===== src/rtl/screen_reader_if.sv =====
// Screen-memory read port plus the serialized pixel stream of the screen reader.
interface screen_reader_if #(
  parameter int unsigned ADDR_WIDTH = 13
);
  logic [ADDR_WIDTH-1:0] address;
  logic [15:0]           ram_data;
  logic                  pixel;
  logic                  pixel_valid;
  logic                  pixel_ready;
  logic                  line_start;
  logic                  frame_start;

  modport master (
    output address, pixel, pixel_valid, line_start, frame_start,
    input  ram_data, pixel_ready
  );

  modport slave (
    input  address, pixel, pixel_valid, line_start, frame_start,
    output ram_data, pixel_ready
  );
endinterface


===== src/rtl/screen_reader.sv =====
// Scans screen memory in address order and serializes each word LSB-first
// onto a valid/ready pixel stream with line/frame start markers.
module screen_reader #(
  parameter int unsigned WORDS_PER_LINE = 32,
  parameter int unsigned LINES          = 256,
  parameter int unsigned ADDR_WIDTH     = 13
) (
  input  logic            clk,
  input  logic            reset,
  input  logic            enable,
  screen_reader_if.master bus
);

  localparam int unsigned WORDS_PER_FRAME = WORDS_PER_LINE * LINES;
  localparam int unsigned IDX_W           = 4;
  localparam int unsigned WORD_W          = 16;

  typedef enum logic [1:0] {IDLE, FETCH, SHIFT} state_e;

  state_e                  state_q, state_d;
  logic [ADDR_WIDTH-1:0]   address_q, address_d;
  logic [IDX_W-1:0]        idx_q, idx_d;
  logic [WORD_W-1:0]       shift_q, shift_d;
  logic                    valid_q, valid_d;
  logic                    line_start_q, line_start_d;
  logic                    frame_start_q, frame_start_d;

  always_ff @(posedge clk) begin
    if (reset) begin
      state_q       <= IDLE;
      address_q     <= '0;
      idx_q         <= '0;
      shift_q       <= '0;
      valid_q       <= 1'b0;
      line_start_q  <= 1'b0;
      frame_start_q <= 1'b0;
    end else begin
      state_q       <= state_d;
      address_q     <= address_d;
      idx_q         <= idx_d;
      shift_q       <= shift_d;
      valid_q       <= valid_d;
      line_start_q  <= line_start_d;
      frame_start_q <= frame_start_d;
    end
  end

  always_comb begin
    state_d       = state_q;
    address_d     = address_q;
    idx_d         = idx_q;
    shift_d       = shift_q;
    valid_d       = valid_q;
    line_start_d  = line_start_q;
    frame_start_d = frame_start_q;

    unique case (state_q)
      IDLE: begin
        if (enable) state_d = FETCH;
      end
      FETCH: begin
        // Markers are decided once per word from the stable fetch address.
        shift_d       = bus.ram_data;
        idx_d         = '0;
        valid_d       = 1'b1;
        line_start_d  = ((32'(address_q) % WORDS_PER_LINE) == 32'd0);
        frame_start_d = (address_q == '0);
        state_d       = SHIFT;
      end
      SHIFT: begin
        if (valid_q && bus.pixel_ready) begin
          shift_d       = shift_q >> 1;
          idx_d         = idx_q + IDX_W'(1);
          line_start_d  = 1'b0;
          frame_start_d = 1'b0;
          if (idx_q == IDX_W'(WORD_W - 1)) begin
            valid_d   = 1'b0;
            address_d = (address_q == ADDR_WIDTH'(WORDS_PER_FRAME - 1)) ?
                        '0 : address_q + ADDR_WIDTH'(1);
            state_d   = enable ? FETCH : IDLE;
          end
        end
      end
      default: state_d = IDLE;
    endcase
  end

  assign bus.address     = address_q;
  assign bus.pixel       = shift_q[0];
  assign bus.pixel_valid = valid_q;
  assign bus.line_start  = line_start_q;
  assign bus.frame_start = frame_start_q;

endmodule

===== src/flat_wrapper.sv =====
// flat-port wrapper written by rule: the top's interface ports become plain ports
module screen_reader_flat 
#(
  parameter int unsigned WORDS_PER_LINE = 32,
  parameter int unsigned LINES          = 256,
  parameter int unsigned ADDR_WIDTH     = 13
)
  (clk, reset, enable, bus_address, bus_pixel, bus_pixel_valid, bus_line_start, bus_frame_start, bus_ram_data, bus_pixel_ready);
  screen_reader_if #(.ADDR_WIDTH(ADDR_WIDTH)) bus_i ();
  input  logic clk;
  input  logic reset;
  input  logic enable;
  output wire logic [$bits(bus_i.address)-1:0] bus_address;
  output wire logic [$bits(bus_i.pixel)-1:0] bus_pixel;
  output wire logic [$bits(bus_i.pixel_valid)-1:0] bus_pixel_valid;
  output wire logic [$bits(bus_i.line_start)-1:0] bus_line_start;
  output wire logic [$bits(bus_i.frame_start)-1:0] bus_frame_start;
  input wire logic [$bits(bus_i.ram_data)-1:0] bus_ram_data;
  input wire logic [$bits(bus_i.pixel_ready)-1:0] bus_pixel_ready;
  assign bus_address = bus_i.address;
  assign bus_pixel = bus_i.pixel;
  assign bus_pixel_valid = bus_i.pixel_valid;
  assign bus_line_start = bus_i.line_start;
  assign bus_frame_start = bus_i.frame_start;
  assign bus_i.ram_data = bus_ram_data;
  assign bus_i.pixel_ready = bus_pixel_ready;
  screen_reader #(.WORDS_PER_LINE(WORDS_PER_LINE), .LINES(LINES), .ADDR_WIDTH(ADDR_WIDTH)) u_core (.clk(clk), .reset(reset), .enable(enable), .bus(bus_i));
endmodule

===== config.mk =====
export PLATFORM = sky130hd
export DESIGN_NAME = screen_reader_flat
export DESIGN_NICKNAME = d
export VERILOG_FILES = /design/src/rtl/screen_reader_if.sv /design/src/rtl/screen_reader.sv /design/src/flat_wrapper.sv
export SDC_FILE = /design/constraint.sdc
export NUM_CORES = 1
export LEC_CHECK = 0
export CORE_ASPECT_RATIO = 1.5
export CORE_MARGIN = 2
export CORE_UTILIZATION = 40
export CTS_CLUSTER_SIZE = 20
export DETAILED_ROUTE_END_ITERATION = 7
export PLACE_DENSITY = 0.65
export SLEW_MARGIN = 10
export SYNTH_ARGS = -nofsm -noshare
export SYNTH_HDL_FRONTEND = slang
export SYNTH_SLANG_ARGS = --single-unit

===== constraint.sdc =====
create_clock -name clk -period 3.49 [get_ports clk]
set_clock_uncertainty 0.05 [all_clocks]
set_input_delay 0.5235 -clock clk [delete_from_list [all_inputs] [get_ports clk]]
set_output_delay 0.5235 -clock clk [all_outputs]
set_load 0.005 [all_outputs]

Yosys cells after proc, flatten, opt, wreduce, memory -nomap -nowiden
Cells that the tools add are included.
{"block": "word_totals", "reg_bits": 38, "input_bits": 20, "output_inout_bits": 17, "wordCells": 41}
{"block": "classes", "addsub": 2, "n_eq_ne": 7, "n_mux": 16, "reduce_logical": 9}
{"cell": "$logic_not A32 Y1", "count": 1}
{"cell": "$pmux W16 S2", "count": 1}
{"cell": "$mux W16", "count": 1}
{"cell": "$add A13 B1 Y13 const B", "count": 1}
{"cell": "$eq A13 B13 Y1 const B", "count": 1}
{"cell": "$logic_not A13 Y1", "count": 1}
{"cell": "$mux W13", "count": 1}
{"cell": "$reduce_and A3 Y1", "count": 3}
{"cell": "$pmux W4 S2", "count": 1}
{"cell": "$mux W2", "count": 3}
{"cell": "$pmux W1 S2", "count": 3}
{"cell": "$pmux W2 S3", "count": 1}
{"cell": "$add A4 B1 Y4 const B", "count": 1}
{"cell": "$eq A4 B4 Y1 const B", "count": 1}
{"cell": "$mux W1", "count": 4}
{"cell": "$mux W4", "count": 1}
{"cell": "$ne A2 B1 Y1 const B", "count": 2}
{"cell": "$eq A2 B1 Y1 const B", "count": 1}
{"cell": "$eq A2 B2 Y1 const B", "count": 1}
{"cell": "$logic_not A2 Y1", "count": 1}
{"cell": "$ne A2 B2 Y1 const B", "count": 1}
{"cell": "$reduce_and A2 Y1", "count": 1}
{"cell": "$reduce_bool A2 Y1", "count": 1}
{"cell": "$logic_and A1 B1 Y1", "count": 1}

Longest topological paths before layout
{"block": "logic_depth", "word_depth": 4, "mapped_depth": 6, "ltp_nobuf": 5}

Worst setup path after synthesis
Ideal clock, no wire load.
{"block": "synth_path", "kind": "input port to flip-flop", "from": "input bus_pixel_ready", "to": "register u_core.address_q[9], in the netlist u_core.bus.address[9]", "setup_time_ns": 0.070, "t_arrival_ns": 1.606, "required_ns": 3.370, "slack_ns": 1.764, "path_stages": 4, "path_buffers": 0, "path_cell_list": "nand4b_4 > or3_4 > or4_1 > a21oi_1"}
{"block": "synth_via", "elab_chain_len": 2}
{"item": "start, declared", "line": "flat_wrapper.sv:19", "rtl": "input wire logic [$bits(bus_i.pixel_ready)-1:0] bus_pixel_ready;"}
{"item": "$logic_and A1 B1 Y1", "line": "screen_reader.sv:71", "rtl": "if (valid_q && bus.pixel_ready) begin"}
{"item": "$reduce_and A3 Y1 (no line)"}
{"item": "end signal, assigned", "line": "screen_reader.sv:39", "rtl": "address_q <= address_d;"}
{"item": "end, declared", "line": "screen_reader.sv:21", "rtl": "logic [ADDR_WIDTH-1:0] address_q, address_d;"}
Every way passes these cells.
A chain may end at the register's enable or synchronous reset.

Worst setup path in the final report
{"block": "layout_path", "from": "input bus_pixel_ready", "to": "register u_core.address_q[4], in the netlist u_core.bus.address[4]"}
The elaborated chain is that of the path after synthesis.

==> reports/results.tsv <==
metric	value	unit
status	finished, final reports clean	
fmax	455	MHz
vias per cell	5.50	
FFs w/ async S/R, synth	0	%
antenna violations before repair	0	
share of cells above drive strength 1	5.08	%
Syn Nets	223	
CP Data Required Time	3.61	ns
slew at the pin with the worst max-slew slack	0.872	ns
setup TNS	0	ns
worst hold path class	reg -> reg	
grt ovf	0	
Tmin final	2.20	ns
Synth top area share	42.9	%
first-pass GRT wire length	6750	um
Post-Route WL	3820	um
Pleak	0.857	nW
worst vdd ir	0.290	mV
highest metal used	met4	
vias after detailed routing	1550	
M1 WL	1730	um
worst skew pair latency	0.29	ns
Gate power share	11.2	%
post-synthesis sequential area ratio	42.9	%
I/O pin cnt	37	
synthesized flop and latch total	38	
Layout area overhead	26.9	%
clock buffer depth	2	
Register-to-Register Path Depth	4	
1st-pass router iterations	4	
hold depth	2	
CP endpoint kind	register	
Critical Path Fanout Max	8	
ANT nets after route	0	
DRC violation total after the first TritonRoute iteration	35	
largest net degree at the start of global routing	31	
WS Path Type	in -> reg	
Internal Dissipation	0.666	mW
Synth cell types	35	
Yosys warning total	0	
routed wl met2	1870	um
Clock transition at path regs	0.07	ns
Chip Height	85.5	um
CP Launch Type	input pin	
count leader, synth	dfxtp_1	
GRT Total Usage	17.4	%
PD cells	391	mW/mm2
CORE AREA	0.00425	mm2
Antenna diodes	0	
Syn Area/Cell	8.86	um2
Slew Viols, Final	0	
Seq pwr share	53.0	%
WL per Instance	13.5	um
period utilization	63.0	%
slew margin rel.	41.7	%
CTS H-tree depth	2	
Setup Viol. Count Final	0	
cts hold-fix bufs	0	
Post-DP HPWL	2760	um
placer congestion estimate	0.811	
fillers	405	
Synth area leader	dfxtp_1	
Post-synth EDFFs	0	
Met3 Wirelength	141	um
Die Area	0.00499	mm2
Mapped Cells	200	
final count of hold timing violations	0	
top_reg_cell synth	dfxtp_1	
Max Cap Violations	0	
Place WS	0.990	ns
root buffer cell	clkbuf_8	
top cells by area, synth	dfxtp_1, mux2i_1, nor2_1	
IO Port Bufs	36	
final worst slack	1.29	ns
Sw Pwr	0.215	mW
Worst EP arrival	2.32	ns
CTS resizes	0	
total CTS buffers	5	
Synth top cells by count	dfxtp_1, nor2_1, a211oi_1, mux2i_1, a21oi_1	
row count	29	
initial core utilization	41.8	%
fin nets	258	
Die X	58.4	um
Post-Syn Area	0.00177	mm2
CTS tree	yes	
overall power	0.881	mW
CTS Sinks	38	
switching share of power	24.4	%
vias in the first global route	1460	
RSZ-0062 raised after global routing	false	
Clk network pwr share	35.8	%
# DRC	0	
Post-CTS Setup Bufs	0	
## routing by layer
metal / vias up / global-route usage (%)
met5: - / 0
met4: 0 / 7.61
met3: 7 / 4.37
met2: 31 / 29.4
met1: 712 / 20.3
li1: 800 / -
## registers in the layout, summed over array words and instances, names as in the netlist
name	count
u_core.idx_q	4
u_core.bus.address	13
u_core.bus.pixel_valid	1
u_core.bus.frame_start	1
u_core.shift_q	16
u_core.state_q	2
u_core.bus.line_start	1
## area by class of cell
cell class                      count  area, um2  area share, %
Multi-Input combinational cell    145        942           41.9
Sequential cell                    38        761           33.8
Timing Repair Buffer               37        368           16.4
Clock buffer                        7       86.3           3.84
Tap cell                           46       57.6           2.56
Inverter                            8       30.0           1.33
Clock inverter                      1       5.00          0.222
## power by group through the flow
stage / Sequential, mW / Combinational, mW / Clock [mW]
after detailed placement: 0.477 / 0.0994 / 0
final: 0.467 / 0.0986 / 0.315
after global placement: 0.477 / 0.0981 / 0
after floorplan: 0.472 / 0.0627 / 0
after global routing: 0.470 / 0.110 / 0.345
after CTS: 0.467 / 0.0998 / 0.324
## worst max-delay path: stages
cell             delay, ns
clkdlybuf4s50_1       0.55
and4b_1               0.41
nand3_4               0.16
o31ai_2               0.56
nor2_1                0.10
## per-stage QoR
step	area, um2	utilization (%)	instances	hold WS [ns]
floorplan	1770	-	200	0.397
global placement	2160	50.8	274	0.414
detailed placement	2160	50.8	274	0.419
CTS	2250	53.0	282	0.430
global route	2250	53.0	282	0.447
finish	2250	53.0	282	0.425
## final timing paths
kind	start	end	slack, ns
worst max-delay path	bus_pixel_ready	u_core.bus.address[4]	1.29
worst min-delay path	u_core.shift_q[15]	u_core.shift_q[15]	0.43
worst max register to register	u_core.state_q[1]	u_core.bus.address[4]	1.58
worst min register to register	u_core.shift_q[15]	u_core.shift_q[15]	0.43
## kinds of logic (layout without fill, tap and decap cells)
group	count (synthesis)	in the layout	share of synthesized area [%]
AND/OR/NAND/NOR	78	78	23.8
AO/OA/AOI/OAI	44	44	16.3
flip-flops	38	38	42.9
buffers and inverters	17	53	3.95
multiplexers	15	15	8.47
XOR/XNOR	5	5	2.47
adder cells (fa/ha/maj)	3	3	2.12
## placed cells by master, fill, tap and decap left out
| master | instances |
|---|---|
| nor4_1 | 4 |
| nor2_1 | 31 |
| clkdlybuf4s50_1 | 36 |
| xor2_1 | 2 |
| clkinv_2 | 1 |
| nor2b_1 | 1 |
| o21ai_0 | 7 |
| or2b_1 | 1 |
| mux2i_1 | 15 |
| o31ai_1 | 2 |
| and4_1 | 4 |
| or3_1 | 5 |
| or4_1 | 2 |
| buf_4 | 1 |
| or3_4 | 1 |
| o41ai_1 | 1 |
| and2_1 | 1 |
| and3_1 | 1 |
| inv_1 | 8 |
| clkbuf_8 | 6 |
| nand3b_1 | 1 |
| a21oi_1 | 13 |
| nand3_4 | 1 |
| ha_1 | 3 |
| nand2_1 | 12 |
| o21a_1 | 1 |
| nand4b_4 | 1 |
| xnor2_1 | 3 |
| a32oi_1 | 2 |
| dfxtp_1 | 38 |
| nand4_1 | 2 |
| a211oi_1 | 15 |
| o31ai_2 | 1 |
| o211ai_1 | 2 |
| clkbuf_1 | 1 |
| nand3_1 | 9 |
| and4b_1 | 1 |
Note: power is estimated with default switching activity, not from simulation.
